File: config.mk
export PLATFORM = sky130hd
export DESIGN_NAME = qspi_bus_arbiter_flat
export DESIGN_NICKNAME = d
export VERILOG_FILES = /design/src/rtl/qspi_bus_arbiter_if.sv /design/src/rtl/qspi_bus_arbiter.sv /design/src/flat_wrapper.sv
export SDC_FILE = /design/constraint.sdc
export NUM_CORES = 1
export LEC_CHECK = 0
export ABC_AREA = 0
export BUFFER_PORTS_ARGS = -buffer_cell sky130_fd_sc_hd__clkbuf_2
export CORE_MARGIN = 10
export CORE_UTILIZATION = 30
export CTS_CLUSTER_DIAMETER = 80
export DETAILED_ROUTE_END_ITERATION = 12
export GPL_ROUTABILITY_DRIVEN = 1
export PLACE_DENSITY = 0.57
export REMOVE_ABC_BUFFERS = 1
export SYNTH_ARGS = -nofsm -noshare
export SYNTH_HDL_FRONTEND = slang
export SYNTH_SLANG_ARGS = --single-unit
File: constraint.sdc
create_clock -name clk -period 5.1 [get_ports clk]
set_input_delay 1.02 -clock clk [delete_from_list [all_inputs] [get_ports clk]]
set_output_delay 1.02 -clock clk [all_outputs]
set_load 0.02 [all_outputs]
File: src/rtl/qspi_bus_arbiter_if.sv
// qspi_bus_arbiter_if: CPU memory ports and QSPI pad signals around the bus arbiter
interface qspi_bus_arbiter_if;
    logic [2:0]  latency_cfg;
    logic        instr_req;
    logic [24:0] instr_addr;
    logic        instr_done;
    logic [15:0] instr_rdata;
    logic        data_req;
    logic        data_write;
    logic [24:0] data_addr;
    logic [1:0]  data_len;
    logic [31:0] data_wdata;
    logic        data_done;
    logic        data_err;
    logic [31:0] data_rdata;
    logic        qspi_clk_out;
    logic [3:0]  qspi_data_out;
    logic [3:0]  qspi_data_oe;
    logic [3:0]  qspi_data_in;
    logic        qspi_flash_select;
    logic        qspi_ram_a_select;
    logic        qspi_ram_b_select;

    modport master (
        output latency_cfg, instr_req, instr_addr, data_req, data_write, data_addr,
               data_len, data_wdata, qspi_data_in,
        input  instr_done, instr_rdata, data_done, data_err, data_rdata, qspi_clk_out,
               qspi_data_out, qspi_data_oe, qspi_flash_select, qspi_ram_a_select,
               qspi_ram_b_select
    );

    modport slave (
        input  latency_cfg, instr_req, instr_addr, data_req, data_write, data_addr,
               data_len, data_wdata, qspi_data_in,
        output instr_done, instr_rdata, data_done, data_err, data_rdata, qspi_clk_out,
               qspi_data_out, qspi_data_oe, qspi_flash_select, qspi_ram_a_select,
               qspi_ram_b_select
    );
endinterface

File: src/rtl/qspi_bus_arbiter.sv
// qspi_bus_arbiter: shares the QSPI bus between fetch and data ports; define QSPI_ARB_ROUND_ROBIN_EN for round-robin ties
module qspi_bus_arbiter (
    input  logic              clk,
    input  logic              rst_n,
    qspi_bus_arbiter_if.slave bus
);
    typedef enum logic [2:0] {IDLE, CMD, ADDR, DUMMY, DATA, DESEL, ERR} state_t;

    state_t      state, state_nx;
    logic [5:0]  cnt;
    logic [2:0]  lat;
    logic        owner;
    logic        wr;
    logic [24:0] addr;
    logic [1:0]  len;
    logic [31:0] wdata;
    logic [31:0] rbuf;
    logic        arb, take, pick_data, cap, active, done;
    logic [5:0]  last;
    logic [3:0]  d;
    logic [7:0]  cmd;

`ifdef QSPI_ARB_ROUND_ROBIN_EN
    logic last_instr;
    assign pick_data = bus.data_req && (!bus.instr_req || last_instr);
    // Remember which port won the latest grant so a tie goes to the other one
    always_ff @(posedge clk)
        if (!rst_n) last_instr <= 1'b1;
        else if (take) last_instr <= !pick_data;
`else
    assign pick_data = bus.data_req;
`endif

    assign arb    = state == IDLE || (state == DESEL && cnt == 6'd1);
    assign take   = arb && (bus.data_req || bus.instr_req);
    assign last   = {2'b00, len, 2'b11} + (wr ? 6'd0 : {3'b000, lat});
    assign d      = cnt[3:0] - {1'b0, lat};
    assign cap    = state == DATA && !wr && cnt > {3'b000, lat} && d[0];
    assign cmd    = wr ? 8'h38 : 8'hEB;
    assign active = state inside {CMD, ADDR, DUMMY, DATA};
    assign done   = (state == DESEL && cnt == 6'd0) || state == ERR;

    assign bus.qspi_flash_select = !(active && !addr[24]);
    assign bus.qspi_ram_a_select = !(active && addr[24:23] == 2'b10);
    assign bus.qspi_ram_b_select = !(active && addr[24:23] == 2'b11);
    assign bus.instr_done        = done && !owner;
    assign bus.instr_rdata       = bus.instr_done ? rbuf[15:0] : 16'h0;
    assign bus.data_done         = done && owner;
    assign bus.data_err          = state == ERR;
    assign bus.data_rdata        = bus.data_done ? rbuf : 32'h0;

    // State, phase counter, latched request and read capture
    always_ff @(posedge clk) begin
        if (!rst_n) begin
            state <= IDLE;
            cnt   <= 6'd0;
            lat   <= bus.latency_cfg;
            owner <= 1'b0;
            wr    <= 1'b0;
            addr  <= 25'h0;
            len   <= 2'd0;
            wdata <= 32'h0;
            rbuf  <= 32'h0;
        end else begin
            state <= state_nx;
            cnt   <= state_nx != state ? 6'd0 : cnt + 6'd1;
            if (take) begin
                owner <= pick_data;
                wr    <= pick_data && bus.data_write;
                addr  <= pick_data ? bus.data_addr : bus.instr_addr;
                len   <= pick_data ? bus.data_len : 2'd1;
                wdata <= bus.data_wdata;
                rbuf  <= 32'h0;
            end else if (cap) begin
                rbuf[{d[3:2], ~d[1], 2'b00} +: 4] <= bus.qspi_data_in;
            end
        end
    end

    // Phase sequencing; DESEL's second cycle arbitrates exactly like IDLE
    always_comb begin
        state_nx = state;
        case (state)
            IDLE, DESEL: if (arb) state_nx = !take ? IDLE :
                                             (pick_data && bus.data_write && !bus.data_addr[24]) ? ERR : CMD;
            CMD:     if (cnt == 6'd3) state_nx = ADDR;
            ADDR:    if (cnt == 6'd11) state_nx = wr ? DATA : DUMMY;
            DUMMY:   if (cnt == 6'd11) state_nx = DATA;
            DATA:    if (cnt == last) state_nx = DESEL;
            default: state_nx = IDLE;
        endcase
    end

    // Pin values for the current nibble; the clock idles low and lines are released outside drive phases
    always_comb begin
        bus.qspi_clk_out  = 1'b0;
        bus.qspi_data_out = 4'h0;
        bus.qspi_data_oe  = 4'h0;
        case (state)
            CMD: begin
                bus.qspi_clk_out  = cnt[0];
                bus.qspi_data_oe  = 4'hF;
                bus.qspi_data_out = cnt[1] ? cmd[3:0] : cmd[7:4];
            end
            ADDR: begin
                bus.qspi_clk_out  = cnt[0];
                bus.qspi_data_oe  = 4'hF;
                bus.qspi_data_out = addr[5'd20 - {cnt[3:1], 2'b00} +: 4];
            end
            DUMMY: begin
                bus.qspi_clk_out = cnt[0];
                if (!addr[24] && cnt < 6'd4) begin
                    bus.qspi_data_oe  = 4'hF;
                    bus.qspi_data_out = 4'hF;
                end
            end
            DATA: begin
                bus.qspi_clk_out = wr ? cnt[0] : cnt[0] && cnt <= {2'b00, len, 2'b11};
                if (wr) begin
                    bus.qspi_data_oe  = 4'hF;
                    bus.qspi_data_out = wdata[{cnt[3:2], ~cnt[1], 2'b00} +: 4];
                end
            end
            default: ;
        endcase
    end
endmodule

File: src/flat_wrapper.sv
// flat-port wrapper written by rule: the top's interface ports become plain ports
module qspi_bus_arbiter_flat 
  (clk, rst_n, bus_latency_cfg, bus_instr_req, bus_instr_addr, bus_data_req, bus_data_write, bus_data_addr, bus_data_len, bus_data_wdata, bus_qspi_data_in, bus_instr_done, bus_instr_rdata, bus_data_done, bus_data_err, bus_data_rdata, bus_qspi_clk_out, bus_qspi_data_out, bus_qspi_data_oe, bus_qspi_flash_select, bus_qspi_ram_a_select, bus_qspi_ram_b_select);
  qspi_bus_arbiter_if bus_i ();
  input  logic clk;
  input  logic rst_n;
  input wire logic [$bits(bus_i.latency_cfg)-1:0] bus_latency_cfg;
  input wire logic [$bits(bus_i.instr_req)-1:0] bus_instr_req;
  input wire logic [$bits(bus_i.instr_addr)-1:0] bus_instr_addr;
  input wire logic [$bits(bus_i.data_req)-1:0] bus_data_req;
  input wire logic [$bits(bus_i.data_write)-1:0] bus_data_write;
  input wire logic [$bits(bus_i.data_addr)-1:0] bus_data_addr;
  input wire logic [$bits(bus_i.data_len)-1:0] bus_data_len;
  input wire logic [$bits(bus_i.data_wdata)-1:0] bus_data_wdata;
  input wire logic [$bits(bus_i.qspi_data_in)-1:0] bus_qspi_data_in;
  output wire logic [$bits(bus_i.instr_done)-1:0] bus_instr_done;
  output wire logic [$bits(bus_i.instr_rdata)-1:0] bus_instr_rdata;
  output wire logic [$bits(bus_i.data_done)-1:0] bus_data_done;
  output wire logic [$bits(bus_i.data_err)-1:0] bus_data_err;
  output wire logic [$bits(bus_i.data_rdata)-1:0] bus_data_rdata;
  output wire logic [$bits(bus_i.qspi_clk_out)-1:0] bus_qspi_clk_out;
  output wire logic [$bits(bus_i.qspi_data_out)-1:0] bus_qspi_data_out;
  output wire logic [$bits(bus_i.qspi_data_oe)-1:0] bus_qspi_data_oe;
  output wire logic [$bits(bus_i.qspi_flash_select)-1:0] bus_qspi_flash_select;
  output wire logic [$bits(bus_i.qspi_ram_a_select)-1:0] bus_qspi_ram_a_select;
  output wire logic [$bits(bus_i.qspi_ram_b_select)-1:0] bus_qspi_ram_b_select;
  assign bus_i.latency_cfg = bus_latency_cfg;
  assign bus_i.instr_req = bus_instr_req;
  assign bus_i.instr_addr = bus_instr_addr;
  assign bus_i.data_req = bus_data_req;
  assign bus_i.data_write = bus_data_write;
  assign bus_i.data_addr = bus_data_addr;
  assign bus_i.data_len = bus_data_len;
  assign bus_i.data_wdata = bus_data_wdata;
  assign bus_i.qspi_data_in = bus_qspi_data_in;
  assign bus_instr_done = bus_i.instr_done;
  assign bus_instr_rdata = bus_i.instr_rdata;
  assign bus_data_done = bus_i.data_done;
  assign bus_data_err = bus_i.data_err;
  assign bus_data_rdata = bus_i.data_rdata;
  assign bus_qspi_clk_out = bus_i.qspi_clk_out;
  assign bus_qspi_data_out = bus_i.qspi_data_out;
  assign bus_qspi_data_oe = bus_i.qspi_data_oe;
  assign bus_qspi_flash_select = bus_i.qspi_flash_select;
  assign bus_qspi_ram_a_select = bus_i.qspi_ram_a_select;
  assign bus_qspi_ram_b_select = bus_i.qspi_ram_b_select;
  qspi_bus_arbiter u_core (.clk(clk), .rst_n(rst_n), .bus(bus_i));
endmodule
==> summary.txt <==
Placed design
  • Placed Instances: 1023
  • Post-DP HPWL: 11800 um
  • Post-DP Area: roughly 6700 um2
  • Routability Congestion: 0.815
  • IO buf count: between 150 and 200

Pwr
  • Maximum vdd drop: ~0.00019 V
  • Pwr Density: 302 nW/um2
  • Leak: 3.08 nW

Logic synthesis
  • Seq/Total Area, Yosys: 0.373
  • Syn_area_per_cell: ~8.5 um2
  • Post-synth ARST share: 0
  • Distinct cells, synth: between 50 and 60
  • Number of synthesized flops with an enable pin: 3
  • Synthesized area: around 5700 um2
  • Predominant post-synthesis flop cell: dfxtp_1
  • Synth warn: 0
  • Post-Synthesis Cells: ~670
  • Synth Register Bits: 105

Critical path
  • R2r startpoint: u_core.cnt[0]$_SDFF_PP0_
  • Worst r2r path cells: 11
  • Worst path required time: around 4 ns
  • R2r setup slk: 1.85 ns
  • Crit Path Category: reg -> out
  • Nature of the critical path endpoint: primary output
  • Crit path arrival time: about 2.9 ns
  • Startpoint class of the critical path: flip-flop
  • Critical-path maximum fanout: 19
  • RR Endpoint: u_core.rbuf[29]$_SDFFE_PP0P_
  • CP endpoint: bus_instr_rdata[3]
  • CP startpoint: u_core.state[1]$_SDFF_PN0_

Cells and area
  • Register cell area after layout: about 2100 um2
  • Finished Cell Area: just under 7000 um2
  • Multi-input logic area: 3320 um2
  • Layout area overhead: 21.7%
  • Layout cells sized above 1: 0.258
  • Fillers: between 1500 and 2000
  • Post-Layout Cell Count: 1039
  • Fin util: 0.372
  • Diodes inserted: 0
  • Final net count: around 900

GRT
  • Largest net degree at the start of global routing: just over 70
  • Vias in the first global route: between 5000 and 6000
  • GR Util All Layers: 0.124
  • Initial antenna violation count: 0
  • Total grt overflow: 0
  • First-pass GRT wire length: around 25000 um

Clock tree
  • Setup bufs post-CTS: 0
  • Clock Tree Root: clkbuf_16
  • CTS Buf Count: 9
  • CTS Hold Bufs: 0
  • CTS tree: done
  • Clk slew on worst S/H paths: 0.07 ns
  • Clock Sinks: about 110
  • Htree depth: 3
  • Clk_lat worst skew: approximately 0.35 ns
  • Max Buffers Root-to-Sink: 2
  • Post-CTS Resized: 0

Floorplan
  • Site Rows: 50
  • Core area: 18700 um2
  • Starting Density: 0.305
  • Die span in x: approximately 160 um
  • Io pins: 159
  • Die footprint: 25000 um2
  • Die Y: approximately 160 um

Detailed routing
  • Antenna viol nets, final: 0
  • Vias: roughly 5000
  • Via/cell ratio: 4.79
  • WL/cell: between 15 and 20 um
  • Routed Wire Length: about 16000 um
  • Drt drc: 0
  • DRT iter0 DRCs: 236
  • Drt pass-1 iters: 4

Timing
  • Fin crit period: between 3 and 4 ns
  • RSZ-0062 raised after global routing: false
  • Worst slew pin tran: between 0.8 and 0.9 ns
  • Fin. Hold Viols: 0
  • Final Cycle Share: 0.769
  • Clock Skew: ~0.01 ns
  • Max Freq: about 260 MHz
  • Final setup viols: 0
  • Fin. max-slew vios: 0
  • Max-slew headroom: 0.451
  • Setup TNS: 0 ns

Job
  • Max_cap viols: 0

Worst hold path
  • Worst hold start: u_core.wdata[18]$_SDFFE_PN0P_
  • Worst hold path class: reg -> reg

Run status
  • Status: completed
-- logic make-up (layout without fill, tap and decap cells) --
family | count (synthesis) | after routing | synth area share
AND/OR/NAND/NOR | 275 | 275 | 0.231
AO/OA/AOI/OAI | 125 | 125 | 0.138
flip-flops | 105 | 105 | 0.373
multiplexers | 70 | 70 | 0.150
buffers and inverters | 64 | 200 | 0.0473
adder cells (fa/ha/maj) | 20 | 20 | 0.0451
XOR/XNOR | 10 | 10 | 0.0153
-- registers in the layout (all words and copies together), names as in the netlist --
signal / cells
u_core.rbuf: 32
u_core.wdata: 32
u_core.addr: 25
u_core.cnt: 6
u_core.lat: 3
u_core.state: 3
u_core.len: 2
u_core.owner: 1
u_core.wr: 1
-- final cells by class --
type,count,share of cell area
clock buffer,10,0.0329
clock inverter,6,0.00881
inverter,18,0.00971
multi-input combinational,500,0.478
sequential,105,0.306
tap,234,0.0421
timing repair buffer,166,0.122
-- where the power goes --
| part | switching (W) | leakage, nW | internal [W] |
|---|---|---|---|
| clock network | 0.000331 | 0.144 | 0.000345 |
| logic | 0.000293 | 2.08 | 0.000198 |
| registers | 0.0000470 | 0.865 | 0.000890 |
-- worst min-delay path by stage --
stage,end,slack (ns),depth (start not counted)
floorplan,u_core.wdata[0]$_SDFFE_PN0P_,0.43,2
global placement,u_core.wdata[18]$_SDFFE_PN0P_,0.44,2
detailed placement,u_core.wdata[27]$_SDFFE_PN0P_,0.45,2
CTS,u_core.wdata[10]$_SDFFE_PN0P_,0.46,2
global route,u_core.wdata[31]$_SDFFE_PN0P_,0.48,2
finish,u_core.wdata[18]$_SDFFE_PN0P_,0.45,2
-- cells in the final DEF (no fill, tap or decap), drive strengths merged, types with 4 or more instances in the layout --
master	instances
mux4	12
nor2	79
a21oi	51
xnor2	9
and2	54
nor2b	7
nand2	84
mux2	4
o21ai	18
nand2b	8
nor3	6
inv	21
dfxtp	102
a211oi	26
nand3	14
ha	19
a22oi	4
o22ai	5
buf	8
clkbuf	168
or2	4
mux2i	54
-- layer usage --
layer | wire length (um) | share of wire | GRT usage | up-vias
met4 | 121 | 0.0078 | 0.0278 | 0
met1 | 7440 | 0.48 | 0.162 | 2242
li1 | - | - | - | 2577
met3 | 1190 | 0.076 | 0.0383 | 9
met2 | 6860 | 0.44 | 0.194 | 150
met5 | 0 | 0 | 0 | -
-- critical path, cell delays in order (launching register included) --
cell and delay (ns):
dfxtp_1 0.70, inv_1 0.18, nor2_1 0.33, o21ai_0 0.23, nor2_1 0.70, and2_1 0.24
clkbuf_2 0.17
-- stage by stage --
step / power [W] / hold WS (ns) / setup slack [ns]
after CTS: 0.00213 / 0.458 / 1.13
after global placement: 0.00145 / 0.439 / 1.66
final: 0.00210 / 0.453 / 1.18
after detailed placement: 0.00145 / 0.447 / 1.53
after floorplan: 0.00129 / 0.433 / 0.330
after global routing: 0.00223 / 0.478 / 0.850
-- synthesized netlist by cell type (3+ instances only) --
| cell | number | area, um2 |
|---|---|---|
| nand2b_1 | 8 | 50.1 |
| nand3_1 | 14 | 70.1 |
| nand3b_1 | 3 | 22.5 |
| edfxtp_1 | 3 | 90.1 |
| a31oi_1 | 3 | 18.8 |
| a21oi_1 | 51 | 255 |
| and2_1 | 54 | 338 |
| nor3_1 | 5 | 25.0 |
| inv_1 | 16 | 60.1 |
| nand2_1 | 84 | 315 |
| nor2b_1 | 7 | 43.8 |
| o22ai_1 | 5 | 31.3 |
| mux4_2 | 12 | 270 |
| ha_1 | 19 | 238 |
| xnor2_1 | 9 | 78.8 |
| clkbuf_1 | 32 | 120 |
| nor2_1 | 78 | 293 |
| a22oi_1 | 4 | 30.0 |
| mux2_2 | 4 | 45.0 |
| or2_2 | 3 | 18.8 |
| dfxtp_1 | 102 | 2040 |
| o21ai_0 | 17 | 85.1 |
| buf_2 | 9 | 45.0 |
| buf_4 | 3 | 22.5 |
| a211oi_1 | 26 | 195 |
| or3_1 | 3 | 18.8 |
| a22o_1 | 3 | 26.3 |
| mux2i_1 | 54 | 541 |
No activity file was read; power rests on OpenSTA's default activity.
